[config.mk]
export PLATFORM = sky130hd
export DESIGN_NAME = decode_stage
export DESIGN_NICKNAME = d
export VERILOG_FILES = /design/src/rtl/decode_pkg.sv /design/src/rtl/decode_stage_imm_gen.sv /design/src/rtl/decode_stage.sv
export SDC_FILE = /design/constraint.sdc
export NUM_CORES = 1
export LEC_CHECK = 0
export BUFFER_PORTS_ARGS = -buffer_cell sky130_fd_sc_hd__buf_2
export CAP_MARGIN = 20
export CORE_ASPECT_RATIO = 2
export CORE_MARGIN = 3
export CORE_UTILIZATION = 45
export CTS_CLUSTER_DIAMETER = 100
export CTS_CLUSTER_SIZE = 10
export DETAILED_ROUTE_END_ITERATION = 12
export PLACE_DENSITY = 0.76
export REMOVE_ABC_BUFFERS = 1
export SLEW_MARGIN = 0
export SYNTH_ARGS = -nofsm -noshare
export SYNTH_HDL_FRONTEND = slang
export SYNTH_SLANG_ARGS = --single-unit
[constraint.sdc]
create_clock -name clk -period 4.6 [get_ports clk]
set_input_delay 0.92 -clock clk [delete_from_list [all_inputs] [get_ports clk]]
set_output_delay 0.92 -clock clk [all_outputs]
set_load 0.01 [all_outputs]
[src/rtl/decode_pkg.sv]
// decode_pkg: opcode constants, format codes and the decoded bundle shared by the decode stage.
package decode_pkg;
  localparam logic [6:0] OP_R      = 7'b0110011;
  localparam logic [6:0] OP_IMM    = 7'b0010011;
  localparam logic [6:0] OP_LOAD   = 7'b0000011;
  localparam logic [6:0] OP_JALR   = 7'b1100111;
  localparam logic [6:0] OP_SYSTEM = 7'b1110011;
  localparam logic [6:0] OP_STORE  = 7'b0100011;
  localparam logic [6:0] OP_BRANCH = 7'b1100011;
  localparam logic [6:0] OP_LUI    = 7'b0110111;
  localparam logic [6:0] OP_AUIPC  = 7'b0010111;
  localparam logic [6:0] OP_JAL    = 7'b1101111;
  typedef enum logic [2:0] {
    FMT_R    = 3'd0,
    FMT_I    = 3'd1,
    FMT_S    = 3'd2,
    FMT_B    = 3'd3,
    FMT_U    = 3'd4,
    FMT_J    = 3'd5,
    FMT_NONE = 3'd6
  } fmt_e;
  typedef struct packed {
    logic [31:0] instr;
    logic [6:0]  opcode;
    logic [4:0]  rd;
    logic [2:0]  funct3;
    logic [4:0]  rs1;
    logic [4:0]  rs2;
    logic [6:0]  funct7;
    fmt_e        fmt;
    logic        illegal;
  } dec_bundle_t;
endpackage

[src/rtl/decode_stage_imm_gen.sv]
// imm_gen: combinational field split, format classification and sign-extended immediate.
module imm_gen
  import decode_pkg::*;
#(
  parameter int XLEN = 32
) (
  input  logic [31:0]     i_instr,
  output dec_bundle_t     o_dec,
  output logic [XLEN-1:0] o_imm
);
  logic [6:0]  w_op;
  logic        w_std;
  fmt_e        w_fmt;
  logic [31:0] w_imm32;
  assign w_op  = i_instr[6:0];
  assign w_std = i_instr[1:0] == 2'b11;
  assign w_fmt = !w_std ? FMT_NONE :
                 w_op == OP_R ? FMT_R :
                 (w_op == OP_IMM || w_op == OP_LOAD || w_op == OP_JALR || w_op == OP_SYSTEM) ? FMT_I :
                 w_op == OP_STORE ? FMT_S :
                 w_op == OP_BRANCH ? FMT_B :
                 (w_op == OP_LUI || w_op == OP_AUIPC) ? FMT_U :
                 w_op == OP_JAL ? FMT_J : FMT_NONE;
  assign w_imm32 = w_fmt == FMT_I ? {{20{i_instr[31]}}, i_instr[31:20]} :
                   w_fmt == FMT_S ? {{20{i_instr[31]}}, i_instr[31:25], i_instr[11:7]} :
                   w_fmt == FMT_B ? {{20{i_instr[31]}}, i_instr[7], i_instr[30:25], i_instr[11:8], 1'b0} :
                   w_fmt == FMT_U ? {i_instr[31:12], 12'b0} :
                   w_fmt == FMT_J ? {{12{i_instr[31]}}, i_instr[19:12], i_instr[20], i_instr[30:21], 1'b0} :
                   32'b0;
  assign o_imm = XLEN'($signed(w_imm32));
  assign o_dec = '{
    instr:   i_instr,
    opcode:  i_instr[6:0],
    rd:      i_instr[11:7],
    funct3:  i_instr[14:12],
    rs1:     i_instr[19:15],
    rs2:     i_instr[24:20],
    funct7:  i_instr[31:25],
    fmt:     w_fmt,
    illegal: w_fmt == FMT_NONE
  };
endmodule

[src/rtl/decode_stage.sv]
// decode_stage: one-cycle instruction decode with an output register plus a skid entry.
// in_ready depends only on skid occupancy, so out_ready never reaches it combinationally.
module decode_stage
  import decode_pkg::*;
#(
  parameter int XLEN  = 32,
  parameter int CNT_W = 32
) (
  input  logic             clk,
  input  logic             reset,
  input  logic             in_valid,
  output logic             in_ready,
  input  logic [31:0]      in_instr,
  input  logic [XLEN-1:0]  in_pc,
  input  logic             flush,
  output logic             out_valid,
  input  logic             out_ready,
  output logic [6:0]       out_opcode,
  output logic [4:0]       out_rd,
  output logic [2:0]       out_funct3,
  output logic [4:0]       out_rs1,
  output logic [4:0]       out_rs2,
  output logic [6:0]       out_funct7,
  output logic [XLEN-1:0]  out_imm,
  output logic [2:0]       out_fmt,
  output logic             out_illegal,
  output logic [XLEN-1:0]  out_pc,
  output logic [31:0]      out_instr,
  output logic [CNT_W-1:0] dec_count
);
  dec_bundle_t      w_dec, r_out, r_skid;
  logic [XLEN-1:0]  w_imm, r_out_imm, r_skid_imm, r_out_pc, r_skid_pc;
  logic             r_out_valid, r_skid_valid;
  logic [CNT_W-1:0] r_count;
  logic             w_in_fire, w_out_fire, w_load_out;
  imm_gen #(.XLEN(XLEN)) u_imm_gen (
    .i_instr (in_instr),
    .o_dec   (w_dec),
    .o_imm   (w_imm)
  );
  assign w_in_fire  = in_valid && !r_skid_valid;
  assign w_out_fire = r_out_valid && out_ready;
  assign w_load_out = !r_out_valid || w_out_fire;
  always_ff @(posedge clk) begin
    if (reset) begin
      r_out        <= '0;
      r_skid       <= '0;
      r_out_imm    <= '0;
      r_skid_imm   <= '0;
      r_out_pc     <= '0;
      r_skid_pc    <= '0;
      r_out_valid  <= 1'b0;
      r_skid_valid <= 1'b0;
      r_count      <= '0;
    end else begin
      if (w_out_fire) r_count <= r_count + CNT_W'(1);
      if (flush) begin
        r_out_valid  <= 1'b0;
        r_skid_valid <= 1'b0;
      end else if (w_load_out) begin
        // a full skid entry always has priority so acceptance order is kept
        if (r_skid_valid) begin
          r_out        <= r_skid;
          r_out_imm    <= r_skid_imm;
          r_out_pc     <= r_skid_pc;
          r_out_valid  <= 1'b1;
          r_skid_valid <= 1'b0;
        end else begin
          r_out_valid <= w_in_fire;
          if (w_in_fire) begin
            r_out     <= w_dec;
            r_out_imm <= w_imm;
            r_out_pc  <= in_pc;
          end
        end
      end else if (w_in_fire) begin
        r_skid       <= w_dec;
        r_skid_imm   <= w_imm;
        r_skid_pc    <= in_pc;
        r_skid_valid <= 1'b1;
      end
    end
  end
  assign in_ready    = !r_skid_valid;
  assign out_valid   = r_out_valid;
  assign out_opcode  = r_out.opcode;
  assign out_rd      = r_out.rd;
  assign out_funct3  = r_out.funct3;
  assign out_rs1     = r_out.rs1;
  assign out_rs2     = r_out.rs2;
  assign out_funct7  = r_out.funct7;
  assign out_imm     = r_out_imm;
  assign out_fmt     = r_out.fmt;
  assign out_illegal = r_out.illegal;
  assign out_pc      = r_out_pc;
  assign out_instr   = r_out.instr;
  assign dec_count   = r_count;
endmodule

### Word level (Yosys, flattened, before mapping)

Index checks and enable logic that the tools add are counted.

| operators by class | value |
|---|---|
| add/subtract/negate cells | 1 |
| $mul | 0 |
| divide/modulo/power cells | 0 |
| magnitude comparators | 0 |
| equal/unequal tests | 17 |
| shifts and indexed selects | 0 |
| mux-type cells | 19 |
| bitwise gates (word level) | 2 |
| reductions and logical operators | 14 |

Operator list:

| cell | number |
|---|---|
| $mux W32 | 9 |
| $mux W68 | 2 |
| $add A32 B1 Y32 const B | 1 |
| $eq A7 B7 Y1 const B | 4 |
| $eq A7 B6 Y1 const B | 3 |
| $mux W3 | 6 |
| $eq A7 B5 Y1 const B | 2 |
| $eq A3 B3 Y1 const B | 3 |
| $eq A7 B2 Y1 const B | 1 |
| $eq A3 B2 Y1 const B | 2 |
| $reduce_and A3 Y1 | 2 |
| $logic_or A1 B1 Y1 | 5 |
| $eq A3 B1 Y1 const B | 1 |
| $reduce_or A3 Y1 | 1 |
| $eq A2 B2 Y1 const B | 1 |
| $logic_and A1 B1 Y1 | 2 |
| $logic_not A1 Y1 | 2 |
| $mux W2 | 1 |
| $not A1 Y1 | 2 |
| $reduce_bool A2 Y1 | 1 |
| $reduce_or A2 Y1 | 1 |
| $mux W1 | 1 |

| word-level totals | value |
|---|---|
| bits in registers | 298 |
| bits in latches | 0 |
| memory bits (writable) | 0 |
| bits in read-only memories | 0 |
| output and inout port bits | 166 |
| logic and storage cells | 78 |
| memories kept | 0 |

### Longest topological paths before layout

Gate-level depths: netlist of the first run.

| logic depth | value |
|---|---|
| depth in word-level cells | 16 |
| gate-level depth with buffers | 8 |

### Cells and area by module

From an unflattened synthesis of the first run, not the netlist that was laid out.

| second synthesis, totals | value |
|---|---|
| cell total of the unflattened synthesis | 1491 |
| area total of the unflattened synthesis | 12774.8 um^2 |

Modules (own cells, without submodules):

| module | times used | cells each | area an instance (um^2) | sequential area each (um^2) |
|---|---|---|---|---|
| decode_stage | 1 | 1343 | 11721.2 | 5965.7 |
| imm_gen | 1 | 148 | 1053.5 | 0.0 |

### Worst setup path before layout of the first run

No wires, ideal clock.

| timing | value |
|---|---|
| path type | input-to-reg |
| from | input port in_instr[2] |
| to | register r_skid_imm[29] |
| setup time | 0.080 ns |
| arrival | 2.235 ns |
| data required time | 4.520 ns |
| slack | 2.285 ns |
| stages on the path | 8 |
| buffers on the path | 3 |
| cells stage by stage | buf_6 -> and4bb_1 -> buf_2 -> a21bo_2 -> a21boi_2 -> buf_6 -> a21oi_1 -> a211oi_2 |

| between the ends | value |
|---|---|
| word-level cells in the longest chain between the ends | 14 |

RTL lines:

| what | RTL line | RTL |
|---|---|---|
| start, declared | decode_stage.sv:13 | `input logic [31:0] in_instr,` |
| $eq A7 B7 Y1, or another cell as far along | decode_stage_imm_gen.sv:23 | `w_op == OP_JAL ? FMT_J : FMT_NONE;` |
| $mux W2 or $logic_or A1 B1 Y1 (tied branches) | decode_stage_imm_gen.sv:23, decode_stage_imm_gen.sv:22 |  |
| $mux W3 | decode_stage_imm_gen.sv:22 | `(w_op == OP_LUI \|\| w_op == OP_AUIPC) ? FMT_U :` |
| $mux W3 | decode_stage_imm_gen.sv:21 | `w_op == OP_BRANCH ? FMT_B :` |
| $mux W3 | decode_stage_imm_gen.sv:20 | `w_op == OP_STORE ? FMT_S :` |
| $mux W3 | decode_stage_imm_gen.sv:19 | `(w_op == OP_IMM \|\| w_op == OP_LOAD \|\| w_op == OP_JALR \|\| w_op == OP_SYSTEM) ? FMT_I :` |
| $mux W3 (*) | decode_stage_imm_gen.sv:18 | `w_op == OP_R ? FMT_R :` |
| $mux W3 (*) | decode_stage_imm_gen.sv:17 | `assign w_fmt = !w_std ? FMT_NONE :` |
| $eq A3 B3 Y1 | decode_stage_imm_gen.sv:28 | `w_fmt == FMT_J ? {{12{i_instr[31]}}, i_instr[19:12], i_instr[20], i_instr[30:21], 1'b0} :` |
| $mux W32 | decode_stage_imm_gen.sv:28 |  |
| $mux W32 | decode_stage_imm_gen.sv:27 | `w_fmt == FMT_U ? {i_instr[31:12], 12'b0} :` |
| $mux W32 | decode_stage_imm_gen.sv:26 | `w_fmt == FMT_B ? {{20{i_instr[31]}}, i_instr[7], i_instr[30:25], i_instr[11:8], 1'b0} :` |
| $mux W32 | decode_stage_imm_gen.sv:25 | `w_fmt == FMT_S ? {{20{i_instr[31]}}, i_instr[31:25], i_instr[11:7]} :` |
| $mux W32 (*) | decode_stage_imm_gen.sv:24 | `assign w_imm32 = w_fmt == FMT_I ? {{20{i_instr[31]}}, i_instr[31:20]} :` |
| end signal, assigned | decode_stage.sv:78 | `r_skid_imm <= w_imm;` |
| end, declared | decode_stage.sv:32 | `logic [XLEN-1:0] w_imm, r_out_imm, r_skid_imm, r_out_pc, r_skid_pc;` |

Mark *: on every way between the ends. The rest lies on a longest branch, timed or not.
A chain may end at the register's enable or synchronous reset.

### Worst setup path in the final report of the first run

| timing | value |
|---|---|
| from | register r_skid_valid |
| to | register r_out_imm[27], in the netlist out_imm[27] |

| between the ends | value |
|---|---|
| word-level cells in the longest chain between the ends | 4 |

RTL lines:

| what | RTL line | RTL |
|---|---|---|
| start, declared | decode_stage.sv:33 | `logic r_out_valid, r_skid_valid;` |
| start signal, assigned | decode_stage.sv:53 | `r_skid_valid <= 1'b0;` |
| start signal, assigned | decode_stage.sv:59 | `r_skid_valid <= 1'b0;` |
| start signal, assigned | decode_stage.sv:67 | `r_skid_valid <= 1'b0;` |
| $logic_not A1 Y1 | decode_stage.sv:41 | `assign w_in_fire = in_valid && !r_skid_valid;` |
| $logic_and A1 B1 Y1 | decode_stage.sv:41 |  |
| $reduce_bool A2 Y1 (no line) | n/a |  |
| $reduce_and A3 Y1 (no line) | n/a |  |
| end signal, assigned | decode_stage.sv:64 | `r_out_imm <= r_skid_imm;` |
| end signal, assigned | decode_stage.sv:72 | `r_out_imm <= w_imm;` |
| end, declared | decode_stage.sv:32 |  |

Several ways; a longest one is shown, not always the timed one.

==> results.sh, run 1 <==
export IMPL_ctsHoldBuffers=0
export IMPL_clock_skew_ps=12.6
export IMPL_drive_gt1_share_pct=22.0
export IMPL_top_usage_layer="met2"
export IMPL_netlist_area_leader_share_pct=47.0
export IMPL_max_slew_margin_pct=36.3
export IMPL_firstDrtPassIters=5
export IMPL_maxCapViolCount=0
export IMPL_clk_path_buf_depth=3
export IMPL_synth_common_cells="dfxtp_1 (234), nand2_1 (162), nor2_1 (148)"
export IMPL_avgSynthCellArea_um2=8.50
export IMPL_grt_util_met2_pct=41.0
export IMPL_postRouteAntennaNets=0
export IMPL_slowest_stage="dfxtp_4"
export IMPL_period_needed_ps=3120
export IMPL_critPathKind="reg -> reg"
export IMPL_outcome="finished clean"
export IMPL_drc=0
export IMPL_ir_worst_vdd_v=0.000281
export IMPL_cts_buffers=27
export IMPL_ys_ff_latch=234
export IMPL_area_growth_pct=16.9
export IMPL_drt_total_wl_um=27300
export IMPL_synthCells=1172
export IMPL_dp_hpwl_um=18300
export IMPL_dp_cells=1556
export IMPL_period_share_pct=67.8
export IMPL_path_depth=4
export IMPL_tightest_slew_ps=953
export IMPL_antenna_found_initial=2
export IMPL_grt_util_all_layers_pct=21.6
export IMPL_grt_max_degree=116
export IMPL_crit_family="simple AND/OR/NAND/NOR gates"
export IMPL_rows=76
export IMPL_cts_resized=0
export IMPL_critPathMaxStageDelay_ps=860
export IMPL_rr_worst_depth=4
export IMPL_die_y_um=216
export IMPL_grt_pass1_vias=8337
export IMPL_die_area_um2=24100
export IMPL_crit_path_cell_trace="nor2_1, nor3_4, nand3_1, o22ai_1"
export IMPL_grt_pass1_wl_um=43000
export IMPL_async_flop_share_pct=0
export IMPL_htree_num_levels=1
export IMPL_postCtsSetupRepairBufs=0
export IMPL_cp_arrival_ps=3540
export IMPL_synth_edf_count=0
export IMPL_clkLatencyLatePin_ps=520
export IMPL_initial_core_util_pct=46.0
export IMPL_yosysWarnings=0
export IMPL_leakage_nw=4.46
export IMPL_die_w_um=111
export IMPL_netlist_top_cells_area="dfxtp_1 (47%), a211oi_1 (6.5%), mux2i_1 (6.4%), nand2_1 (6.1%), nor2_1 (5.6%)"
export IMPL_drt_iter0_drc=617
export IMPL_wl_per_cell_um=17.2
export IMPL_finalNonFillerCells=1587
export IMPL_io_pins=235
export IMPL_met1_usage_pct=23.3
export IMPL_vias=8889
export IMPL_syn_cell_area_um2=9970
export IMPL_cp_end_kind="flip-flop"
export IMPL_clk_pin_slew_worst_paths_ps=60
export IMPL_fmax_ghz=0.321
export IMPL_synth_top_cell_by_area="dfxtp_1"
export IMPL_seq_area_frac_synth_pct=47.0
export IMPL_core_um2=21700
export IMPL_hold_depth=2
export IMPL_clockRootBuffer="clkbuf_16"
export IMPL_critPathRequiredTime_ps=5030
export IMPL_place_gp_congestion=0.913
export IMPL_hp_class="reg -> reg"
export IMPL_crit_fanout=44
export IMPL_gr_usage_met3_pct=2.49
export IMPL_finalWorstSetupSlack_ps=1480
export IMPL_cts_sinks=234
export IMPL_startpoint_type="flip-flop"
export IMPL_place_worst_setup_slack_ps=1370
export IMPL_portBuffers=234
export IMPL_rsz0062_at_grt="false"
export IMPL_vias_per_cell=5.60
export IMPL_grt_remaining_overflow=0
export IMPL_critPathBufInv=0
export IMPL_cts_tree="done"
export IMPL_finalNetCount=1382
export IMPL_ys_flop_type="dfxtp_1"
export IMPL_synth_most_common_cell="dfxtp_1"
export IMPL_p_per_area_nw_per_um2=368
export IMPL_drv_slew=0
export IMPL_synth_cell_types=55
export IMPL_finalHoldViolations=0
export IMPL_setup_viol=0
-- sequential cells by signal (all words and copies together) (netlist names) --
register,flops
out_valid,1
r_skid_pc,32
r_skid_imm,32
out_imm,32
r_skid,36
out_instr,32
out_pc,32
out_illegal,1
out_fmt,3
dec_count,32
r_skid_valid,1
-- layer usage --
layer	up-vias	wire, µm
met2	260	15000
met3	59	1190
met1	4223	9990
li1	4347	-
met4	0	1070
met5	-	0
-- final timing paths --
kind                             start                  endpoint  slack [ps]
max reg2reg  r_skid_valid$_SDFFE_PP0P_  out_imm[27]$_SDFFE_PP0P_        1480
min reg2reg    out_fmt[2]$_SDFFE_PP0P_   out_fmt[2]$_SDFFE_PP0P_         450
min            out_fmt[2]$_SDFFE_PP0P_   out_fmt[2]$_SDFFE_PP0P_         450
max          r_skid_valid$_SDFFE_PP0P_  out_imm[27]$_SDFFE_PP0P_        1480
-- area by class of cell --
cell class,instances,area (µm²)
timing repair buffer,242,1270
antenna,2,5.00
multi-input combinational,796,4610
fill,2013,10000
clock inverter,1,8.76
clock buffer,28,679
sequential,234,4690
tap,273,342
inverter,11,41.3
-- power breakdown --
part	total [mW]	internal (mW)	switching, mW
logic	0.372	0.137	0.235
registers	2.12	2.09	0.0357
clock network	1.79	1.03	0.760
-- worst reg2reg max path: cells and delay by family, from the launching register on --
kind,cells,cell delay [ps]
compound gates,1,420
flops,1,860
simple gates,3,1760
-- cells in the final DEF, fill, tap and decap left out, types with 13 or more instances in the layout --
master | synthesis | final
clkbuf_16 | 0 | 27
nand3_1 | 14 | 13
nor2_1 | 148 | 148
nor3_1 | 34 | 34
nand2_1 | 162 | 162
mux2i_1 | 64 | 64
and3_1 | 22 | 21
o21ai_0 | 14 | 14
dfxtp_1 | 234 | 233
xnor2_1 | 26 | 26
o22ai_1 | 16 | 16
a21oi_1 | 103 | 103
a211oi_1 | 86 | 86
buf_2 | 24 | 233
-- stage by stage --
stage	TNS, ps	instance area (µm²)	util [%]	hold slack (ps)	total power, mW
2_1_floorplan	-406760	9310	-	430	2.34
3_3_place_gp	0	11000	50.5	438	2.53
3_5_place_dp	0	11000	50.5	442	2.54
4_1_cts	0	11600	53.7	449	4.34
5_1_grt	0	11600	53.7	467	4.46
6_report	0	11600	53.7	448	4.28
-- cells by family after synthesis --
family,after synthesis,share of synthesized area (%)
fa+ha+maj,1,0.126
simple gates,428,18.9
xor+xnor,28,2.46
mux,64,6.43
flops,234,47.0
compound gates,275,18.1
buf+inv,142,7.00
Power figures use the tool's default switching activity.
==> inputs of run 2 (changes only) <==
- PLACE_DENSITY: 0.76 -> 0.78
- clock period: 4.6 -> 2.62 ns (I/O delays scaled with it)
==> run 2 against run 1 <==
  * Register-to-register slack got worse by 920 ps
  * Setup slack lost 920 ps
  * Global-route usage is 0.20 points lower
  * Die area stayed put
  * Critical path type unchanged
  * Critical endpoint is now out_imm[25]$_SDFFE_PP0P_
  * Largest cell class unchanged
  * Highest routed layer unchanged
==> results.sh, run 2 (synthesis gave the netlist of run 1 again) <==
export IMPL_drt_total_wl_um=27200
export IMPL_crit_fanout=19
export IMPL_clockRootBuffer="clkbuf_16"
export IMPL_core_um2=21700
export IMPL_period_share_pct=78.5
export IMPL_r2r_slack_ps=560
export IMPL_finalHoldViolations=0
export IMPL_finalNonFillerCells=1610
export IMPL_grt_pass1_vias=8507
export IMPL_rsz0062_at_grt="false"
export IMPL_grt_util_all_layers_pct=21.4
export IMPL_rows=76
export IMPL_cts_sinks=234
export IMPL_vias_per_cell=5.58
export IMPL_critPathKind="reg -> reg"
export IMPL_critPathRequiredTime_ps=2980
export IMPL_p_int_mw=5.72
export IMPL_clk_pin_slew_worst_paths_ps=50
export IMPL_rr_worst_depth=4
export IMPL_setup_viol=0
export IMPL_top_register="r_skid"
export IMPL_r2r_start="out_valid$_SDFFE_PP0P_"
export IMPL_leakage_nw=4.57
export IMPL_clk_path_buf_depth=3
export IMPL_setup_tns_ps=0
export IMPL_fmax_ghz=0.486
export IMPL_cp_arrival_ps=2420
export IMPL_wl_per_cell_um=16.9
export IMPL_clock_skew_ps=7.22
export IMPL_vias=8977
export IMPL_startpoint_type="flip-flop"
export IMPL_cts_buffers=27
export IMPL_cp_end_kind="flip-flop"
export IMPL_firstDrtPassIters=6
export IMPL_grt_remaining_overflow=0
export IMPL_dp_hpwl_um=18800
export IMPL_hp_class="in -> reg"
export IMPL_swShare_pct=24.0
export IMPL_finalWorstSetupSlack_ps=563
export IMPL_antenna_found_initial=2
export IMPL_fill_cells=1964
export IMPL_ctsHoldBuffers=0
export IMPL_ir_worst_vdd_v=0.000573
export IMPL_finalNetCount=1404
export IMPL_grt_max_degree=92
export IMPL_largest_register_ffs=36
export IMPL_cts_resized=0
export IMPL_dp_cells=1578
export IMPL_drive_gt1_share_pct=23.3
export IMPL_maxCapViolCount=0
export IMPL_drc=0
export IMPL_hold_ws_ps=251
export IMPL_p_per_area_nw_per_um2=636
export IMPL_die_y_um=216
export IMPL_htree_num_levels=1
export IMPL_cts_tree="done"
export IMPL_outcome="finished clean"
export IMPL_portBuffers=234
export IMPL_tightest_slew_ps=743
export IMPL_grt_pass1_wl_um=42900
export IMPL_multi_input_area_um2=4610
export IMPL_period_needed_ps=2060
export IMPL_fin_util_pct=54.6
export IMPL_place_worst_setup_slack_ps=322
export IMPL_seqPwrFrac_pct=49.5
export IMPL_area_growth_pct=18.7
export IMPL_drt_iter0_drc=697
export IMPL_max_slew_margin_pct=50.5
export IMPL_die_area_um2=24100
export IMPL_initial_core_util_pct=46.0
export IMPL_startpoint="out_valid$_SDFFE_PP0P_"
export IMPL_critPathCapture="out_imm[25]$_SDFFE_PP0P_"
export IMPL_postCtsSetupRepairBufs=0
export IMPL_postRouteAntennaNets=0
export IMPL_place_gp_congestion=0.843
export IMPL_io_pins=235
export IMPL_p_sw_mw=1.81
export IMPL_final_cell_mix="dfxtp_1 (233), buf_2 (233), nand2_1 (162), nor2_1 (148), a21oi_1 (103)"
export IMPL_die_w_um=111
export IMPL_drv_slew=0
export IMPL_clkLatencyLatePin_ps=520
export IMPL_r2r_end="out_imm[25]$_SDFFE_PP0P_"
export IMPL_ff_latch_area_um2=4690
export IMPL_combPwrFrac_pct=8.9
export IMPL_p_clk_share_pct=41.6
[run 2: cell types whose count changed in the layout (fill, tap and decap cells not counted)]
| cell | before | now |
|---|---|---|
| buf_12 | 3 | 4 |
| buf_4 | 5 | 26 |
| diode_2 | 2 | 3 |
[run 2: final cells by class]
class | instances | area share (%)
multi-input cells | 796 | 39.0
inverters | 11 | 0.349
flip-flops and latches | 234 | 39.6
well taps | 273 | 2.89
clock inverters | 1 | 0.0740
clock buffers | 28 | 5.74
diodes | 3 | 0.0635
repair buffers | 264 | 12.3
[run 2: stage by stage]
step                instance area (µm²)  power [mW]
floorplan                          9310        4.11
global placement                  11100        4.46
detailed placement                11100        4.47
CTS                               11800        7.61
global route                      11800        7.80
finish                            11800        7.53
[run 2: power by group through the flow]
stage / logic (mW) / clock network (mW) / registers, mW
after detailed placement: 0.668 / 0 / 3.80
after global routing: 0.732 / 3.33 / 3.74
final: 0.666 / 3.13 / 3.73
after floorplan: 0.256 / 0 / 3.86
after global placement: 0.657 / 0 / 3.80
after CTS: 0.671 / 3.21 / 3.73
[run 2: how the worst min path moves through the flow]
stage,depth (start not counted),end,start
global placement,2,r_skid[48]$_SDFFE_PP0P_,r_skid[48]$_SDFFE_PP0P_
CTS,3,r_skid_pc[5]$_SDFFE_PP0P_,in_pc[5]
global route,3,r_skid_pc[14]$_SDFFE_PP0P_,in_pc[14]
detailed placement,2,r_skid[54]$_SDFFE_PP0P_,r_skid[54]$_SDFFE_PP0P_
finish,3,r_skid_pc[24]$_SDFFE_PP0P_,in_pc[24]
floorplan,2,r_skid[36]$_SDFFE_PP0P_,r_skid[36]$_SDFFE_PP0P_
[run 2: critical path, cell delays in order, from the launching register on]
cell,delay [ps]
dfxtp_1,360
nor2b_1,230
or3_2,690
nor3_1,460
a221oi_1,140
[run 2: routing by layer]
metal	track usage, %	vias up	part of all wire (%)
met2	40.9	285	55
met3	2.35	73	4.4
met1	23.1	4228	37
met5	0	-	0
li1	-	4391	-
met4	9.91	0	4.1
